<file path="src/rtl/jk_updown_counter_pkg.sv">
// rtl/jk_updown_counter_pkg.sv - shared JK encodings and counter defaults
package jk_updown_counter_pkg;

    localparam int WIDTH_DEFAULT = 4;
    localparam int MOD_DEFAULT   = 10;
    localparam int MAX_CNT       = MOD_DEFAULT - 1;

    // {J,K} encodings, also used by the single-cell bench
    typedef enum logic [1:0] {
        JK_HOLD   = 2'b00,
        JK_RESET  = 2'b01,
        JK_SET    = 2'b10,
        JK_TOGGLE = 2'b11
    } jk_mode_t;

    localparam logic [1:0] JK_HOLD_ENC   = 2'b00;
    localparam logic [1:0] JK_RESET_ENC  = 2'b01;
    localparam logic [1:0] JK_SET_ENC    = 2'b10;
    localparam logic [1:0] JK_TOGGLE_ENC = 2'b11;

endpackage

</file>
<file path="src/rtl/jk_updown_counter_if.sv">
// rtl/jk_updown_counter_if.sv - control/status bundle of the JK up/down counter
interface jk_updown_counter_if #(
    parameter int WIDTH = 4
);
    logic             en;
    logic             up;
    logic             load;
    logic [WIDTH-1:0] load_val;
    logic [WIDTH-1:0] Q;
    logic [WIDTH-1:0] Q_bar;
    logic             tc;
    logic             load_err;

    modport master (
        output en, up, load, load_val,
        input  Q, Q_bar, tc, load_err
    );

    modport slave (
        input  en, up, load, load_val,
        output Q, Q_bar, tc, load_err
    );
endinterface

</file>
<file path="src/rtl/jk_updown_counter_bit_cell.sv">
// rtl/jk_updown_counter_bit_cell.sv - single JK flip-flop cell, async active-high reset
module jk_bit_cell
    import jk_updown_counter_pkg::*;
(
    input  logic Clk,
    input  logic reset,
    input  logic J,
    input  logic K,
    output logic Q,
    output logic Q_bar
);

    logic r_q;

    always_ff @(posedge Clk or posedge reset) begin
        if (reset) begin
            r_q <= 1'b0;
        end else begin
            case (jk_mode_t'({J, K}))
                JK_HOLD:   r_q <= r_q;
                JK_RESET:  r_q <= 1'b0;
                JK_SET:    r_q <= 1'b1;
                JK_TOGGLE: r_q <= ~r_q;
                default:   r_q <= r_q;
            endcase
        end
    end

    assign Q     = r_q;
    assign Q_bar = ~r_q;

endmodule

</file>
<file path="src/rtl/jk_updown_counter.sv">
// rtl/jk_updown_counter.sv - modulo-MOD up/down counter built from JK cells
module jk_updown_counter
    import jk_updown_counter_pkg::*;
#(
    parameter int WIDTH = WIDTH_DEFAULT,
    parameter int MOD   = MOD_DEFAULT
) (
    input  logic Clk,
    input  logic reset,
    jk_updown_counter_if.slave bus
);

    localparam logic [WIDTH-1:0] L_MAX     = WIDTH'(MOD - 1);
    // one extra bit so MOD == 2**WIDTH still compares correctly
    localparam logic [WIDTH:0]   L_MOD_EXT = (WIDTH + 1)'(MOD);

    logic [WIDTH-1:0] w_q;
    logic [WIDTH-1:0] w_qb;
    logic [WIDTH-1:0] w_d;
    logic [WIDTH-1:0] w_j;
    logic [WIDTH-1:0] w_k;
    logic             w_load_bad;
    logic             w_q_oor;
    logic             r_load_err;

    assign w_load_bad = ({1'b0, bus.load_val} >= L_MOD_EXT);
    assign w_q_oor    = (w_q > L_MAX);

    always_comb begin
        w_d = w_q;
        if (bus.load) begin
            w_d = w_load_bad ? '0 : bus.load_val;
        end else if (bus.en) begin
            if (bus.up) begin
                w_d = (w_q >= L_MAX) ? '0 : w_q + 1'b1;
            end else begin
                w_d = ((w_q == '0) || w_q_oor) ? L_MAX : w_q - 1'b1;
            end
        end
    end

    // excitation from the target state keeps J=K=1 impossible
    assign w_j = w_d & ~w_q;
    assign w_k = ~w_d & w_q;

    genvar gi;
    generate
        for (gi = 0; gi < WIDTH; gi++) begin : g_cell
            jk_bit_cell u_cell (
                .Clk   (Clk),
                .reset (reset),
                .J     (w_j[gi]),
                .K     (w_k[gi]),
                .Q     (w_q[gi]),
                .Q_bar (w_qb[gi])
            );
        end
    endgenerate

    always_ff @(posedge Clk or posedge reset) begin
        if (reset) begin
            r_load_err <= 1'b0;
        end else begin
            r_load_err <= bus.load & w_load_bad;
        end
    end

    assign bus.Q        = w_q;
    assign bus.Q_bar    = w_qb;
    assign bus.load_err = r_load_err;
    assign bus.tc       = bus.en & ~bus.load &
                          ((bus.up & (w_q == L_MAX)) | (~bus.up & (w_q == '0)));

endmodule

</file>
<file path="src/flat_wrapper.sv">
// flat-port wrapper written by rule: the top's interface ports become plain ports
module jk_updown_counter_flat import jk_updown_counter_pkg::*;
#(
    parameter int WIDTH = WIDTH_DEFAULT,
    parameter int MOD   = MOD_DEFAULT
)
  (Clk, reset, bus_en, bus_up, bus_load, bus_load_val, bus_Q, bus_Q_bar, bus_tc, bus_load_err);
  jk_updown_counter_if #(.WIDTH(WIDTH)) bus_i ();
  input  logic Clk;
  input  logic reset;
  input wire logic [$bits(bus_i.en)-1:0] bus_en;
  input wire logic [$bits(bus_i.up)-1:0] bus_up;
  input wire logic [$bits(bus_i.load)-1:0] bus_load;
  input wire logic [$bits(bus_i.load_val)-1:0] bus_load_val;
  output wire logic [$bits(bus_i.Q)-1:0] bus_Q;
  output wire logic [$bits(bus_i.Q_bar)-1:0] bus_Q_bar;
  output wire logic [$bits(bus_i.tc)-1:0] bus_tc;
  output wire logic [$bits(bus_i.load_err)-1:0] bus_load_err;
  assign bus_i.en = bus_en;
  assign bus_i.up = bus_up;
  assign bus_i.load = bus_load;
  assign bus_i.load_val = bus_load_val;
  assign bus_Q = bus_i.Q;
  assign bus_Q_bar = bus_i.Q_bar;
  assign bus_tc = bus_i.tc;
  assign bus_load_err = bus_i.load_err;
  jk_updown_counter #(.WIDTH(WIDTH), .MOD(MOD)) u_core (.Clk(Clk), .reset(reset), .bus(bus_i));
endmodule
</file>
<file path="config.mk">
export PLATFORM = sky130hd
export DESIGN_NAME = jk_updown_counter_flat
export DESIGN_NICKNAME = d
export VERILOG_FILES = /design/src/rtl/jk_updown_counter_pkg.sv /design/src/rtl/jk_updown_counter_if.sv /design/src/rtl/jk_updown_counter_bit_cell.sv /design/src/rtl/jk_updown_counter.sv /design/src/flat_wrapper.sv
export SDC_FILE = /design/constraint.sdc
export NUM_CORES = 1
export LEC_CHECK = 0
export ABC_AREA = 1
export CORE_MARGIN = 2
export CORE_UTILIZATION = 44
export CTS_BUF_LIST = sky130_fd_sc_hd__clkbuf_2
export CTS_CLUSTER_SIZE = 12
export DETAILED_ROUTE_END_ITERATION = 8
export PLACE_DENSITY = 0.87
export RECOVER_POWER = 50
export SLEW_MARGIN = 10
export SYNTH_ARGS = -nofsm -noshare
export SYNTH_HDL_FRONTEND = slang
export SYNTH_SLANG_ARGS = --single-unit
</file>
<file path="constraint.sdc">
create_clock -name Clk -period 1.7 [get_ports Clk]
set_input_delay 0.34 -clock Clk [delete_from_list [all_inputs] [get_ports Clk]]
set_output_delay 0.34 -clock Clk [all_outputs]
set_load 0.02 [all_outputs]
</file>
==> results.toml <==
[status]
status = "finished with violations"
violations = "setup timing"

[timing]
drv_slew = 0
setup_viol = 5
fin_crit_ns = 1.88
finClkSkew_ns = 0.0164
final.setup.tns_ns = -0.752
max-slew-margin-rel_pct = 83.7
fin_crit_sh_pct = 111
finalHoldViolations = 0
fin_ws_ns = -0.185
worstMarginPinSlew_ns = 0.242
rsz0062_at_grt = "yes"
max_clock_freq_mhz = 531

[clocking]
hold_buffers = 0
clock-root-buffer = "clkbuf_2"
numCtsBuffers = 3
clock-sinks = 5
clk_pin_slew_ns = 0.08
htree_num_levels = 1
clock_path_buffers = 2
clk_latency_ns = 0.24
cts_tree = "done"

[critical_path]
worstSetupEndpointType = "register"
crit_required_ns = 1.81
crit_buf_inv = 3
critical_path.max_stage_delay_ns = 0.40
cpMostUsedCell = "nand2_4"
path_max_fanout = 3
critical_path_class = "register to register"
cp.arrival_ns = 2.00
worstPathCellList = "inv_2, buf_6, ha_4, buf_6, nand2_4, nand2_4, nand2_4, a21oi_2, nand2_1, a21oi_2, ha_1, nor2_1, a21oi_1"
start_kind = "register"
crit_family = "flip-flops"
critPathSlowestCell = "dfrtp_1"

[detailed_routing]
vias_per_cell = 5.92
drt_iter0_markers = 28
firstDrtPassIters = 7
drc_errors = 0
wl_per_cell_um = 15.2
num_vias = 858
ant_nets = 0
wl_um = 2200

[finish]
diodes = 0
final_nets = 147
post_route_cells_drive_above_1_share_pct = 46.2
n_fill_cell = 89
stdcell_area_sq_um = 1090
areaGrowthSynthToFinish_pct = 65.7

[hold_path]
hold_class = "input pin to async pin"

[yosys]
synth-edff-count = 0
syn-num-nets = 110
yosys-top-cells-area = "dfrtp_1, ha_1, a21oi_1, buf_4, nand2_1"
syn_area_per_cell_sq_um = 7.03
synthFlopType = "dfrtp_1"
yosys.area.top_type = "dfrtp_1"
ys_seq_elements = 5
yosysSeqAreaShare_pct = 18.9
ys_top_cells_by_count = "nand2_1, a21oi_1, inv_1, nor2_1, buf_4"
synth_cell_types = 21
syn-cell-area_sq_um = 661
synth_most_common_cell = "nand2_1"
synth.top_cell.area_share_pct = 18.9
synthCells = 94
yosys_warnings = 0
async_flop_share_pct = 100

[power_and_ir_drop]
powerDensity_nw_per_um2 = 1880
peakVddDrop_uv = 1240
leakage_nw = 0.526
finalPower_mw = 2.06

[place]
io_buffers = 18
dp_hpwl_um = 1550
globalplace.congestion = 0.816
place_area_sq_um = 946

[flow_run]
maxCapViolations = 0

[floorplanning]
fp.coreArea_sq_um = 1350
die_y_um = 42.8
die_area_sq_um = 1830
num_rows = 13
die_w_um = 42.8
initial_core_util_pct = 48.9
io_pins = 19

[global_route]
grt.overflow.total = 0
grt_pass1_vias = 734
grt_max_degree = 8
grt_pass1_wl_um = 3160
antenna_found_initial = 0
track_usage_pct = 23.2
## cells in the final DEF, fill, tap and decap left out
master,count
a211oi_2,1
a21oi_1,11
a21oi_2,6
buf_4,19
buf_6,4
clkbuf_1,1
clkbuf_2,4
clkdlybuf4s50_1,7
clkinv_2,1
dfrtp_1,5
dlygate4sd2_1,6
dlygate4sd3_1,2
dlymetal6s2s_1,1
ha_1,2
ha_2,1
ha_4,4
inv_1,7
inv_2,5
nand2_1,11
nand2_2,6
nand2_4,3
nand3_1,6
nand3_4,2
nand4_1,1
nor2_1,5
nor2_2,1
nor2_4,3
o21ai_0,1
o21ai_1,2
o31ai_1,1
xor2_1,1
## path summary, 6_finish.rpt
path / end / depth (start not counted) / slack, ns / startpoint
min reg2reg: u_core.g_cell[1].u_cell.Q / 4 / 0.79 / u_core.g_cell[1].u_cell.Q
min: u_core.bus.load_err / 2 / 0.44 / reset
max: u_core.g_cell[2].u_cell.Q / 13 / -0.18 / u_core.g_cell[1].u_cell.Q
min in group Clk: u_core.g_cell[1].u_cell.Q / 4 / 0.79 / u_core.g_cell[1].u_cell.Q
max reg2reg: u_core.g_cell[2].u_cell.Q / 13 / -0.18 / u_core.g_cell[1].u_cell.Q
max in group asynchronous: u_core.g_cell[2].u_cell.Q / 2 / 1.06 / reset
## where the power goes
group | internal (mW) | switching [mW] | total, mW
logic | 0.781 | 0.930 | 1.71
clock network | 0.0532 | 0.0627 | 0.116
registers | 0.174 | 0.0560 | 0.230
total | 1.01 | 1.05 | 2.06
## cell type report
type	count	area [sq um]	area share, %
clock buffer	3	15.0	1.37
timing repair buffer	41	352	32.1
sequential	5	125	11.4
multi-input combinational	68	534	48.8
clock inverter	1	5.00	0.457
tap	15	18.8	1.71
inverter	12	45.0	4.11
## worst reg2reg max path, stage by stage (launching register included)
cell and delay [ns]:
dfrtp_1 0.40, inv_2 0.10, buf_6 0.11, ha_4 0.13, buf_6 0.11, nand2_4 0.06
nand2_4 0.08, nand2_4 0.05, a21oi_2 0.13, nand2_1 0.09, a21oi_2 0.12, ha_1 0.25
nor2_1 0.09, a21oi_1 0.05
## repair_timing
action,CTS,global route
pin swaps,3,18
setup buffers,1,3
endpoints found under the setup margin,11,6
resized for setup,18,26
## state kept, by name, indices dropped and copies added (netlist names)
| signal | count |
|---|---|
| u_core.bus.load_err | 1 |
| u_core.g_cell.u_cell.Q | 4 |
## cells by family (layout without fill, tap and decap cells)
| kind of cell | count (synthesis) | after routing | synth area share (%) |
|---|---|---|---|
| simple gates | 38 | 38 | 29.9 |
| flops | 5 | 5 | 18.9 |
| compound gates | 22 | 22 | 18.6 |
| buf+inv | 21 | 57 | 18.0 |
| xor+xnor | 1 | 1 | 1.33 |
| fa+ha+maj | 7 | 7 | 13.3 |
## per-stage QoR
step           hold slack [ns]  setup WS [ns]  cells  utilization, %
2_1_floorplan            0.119         0.0145     94               -
3_3_place_gp             0.546         -0.535    137            70.1
3_5_place_dp             0.566         -0.592    137            70.1
4_1_cts                  0.298         -0.184    142            73.3
5_1_grt                  0.442         -0.290    145            81.1
6_report                 0.441         -0.185    145            81.1
## layer usage
layer  wire (um)  vias up  GRT usage [%]  share of wire, %
li1            -      375              -                 -
met1         742      383           26.0                34
met2        1100       72           39.4                50
met3         176       28           2.55               8.0
met4         177        0           17.5               8.0
met5           0        -              0                 0
Power figures use the tool's default switching activity.
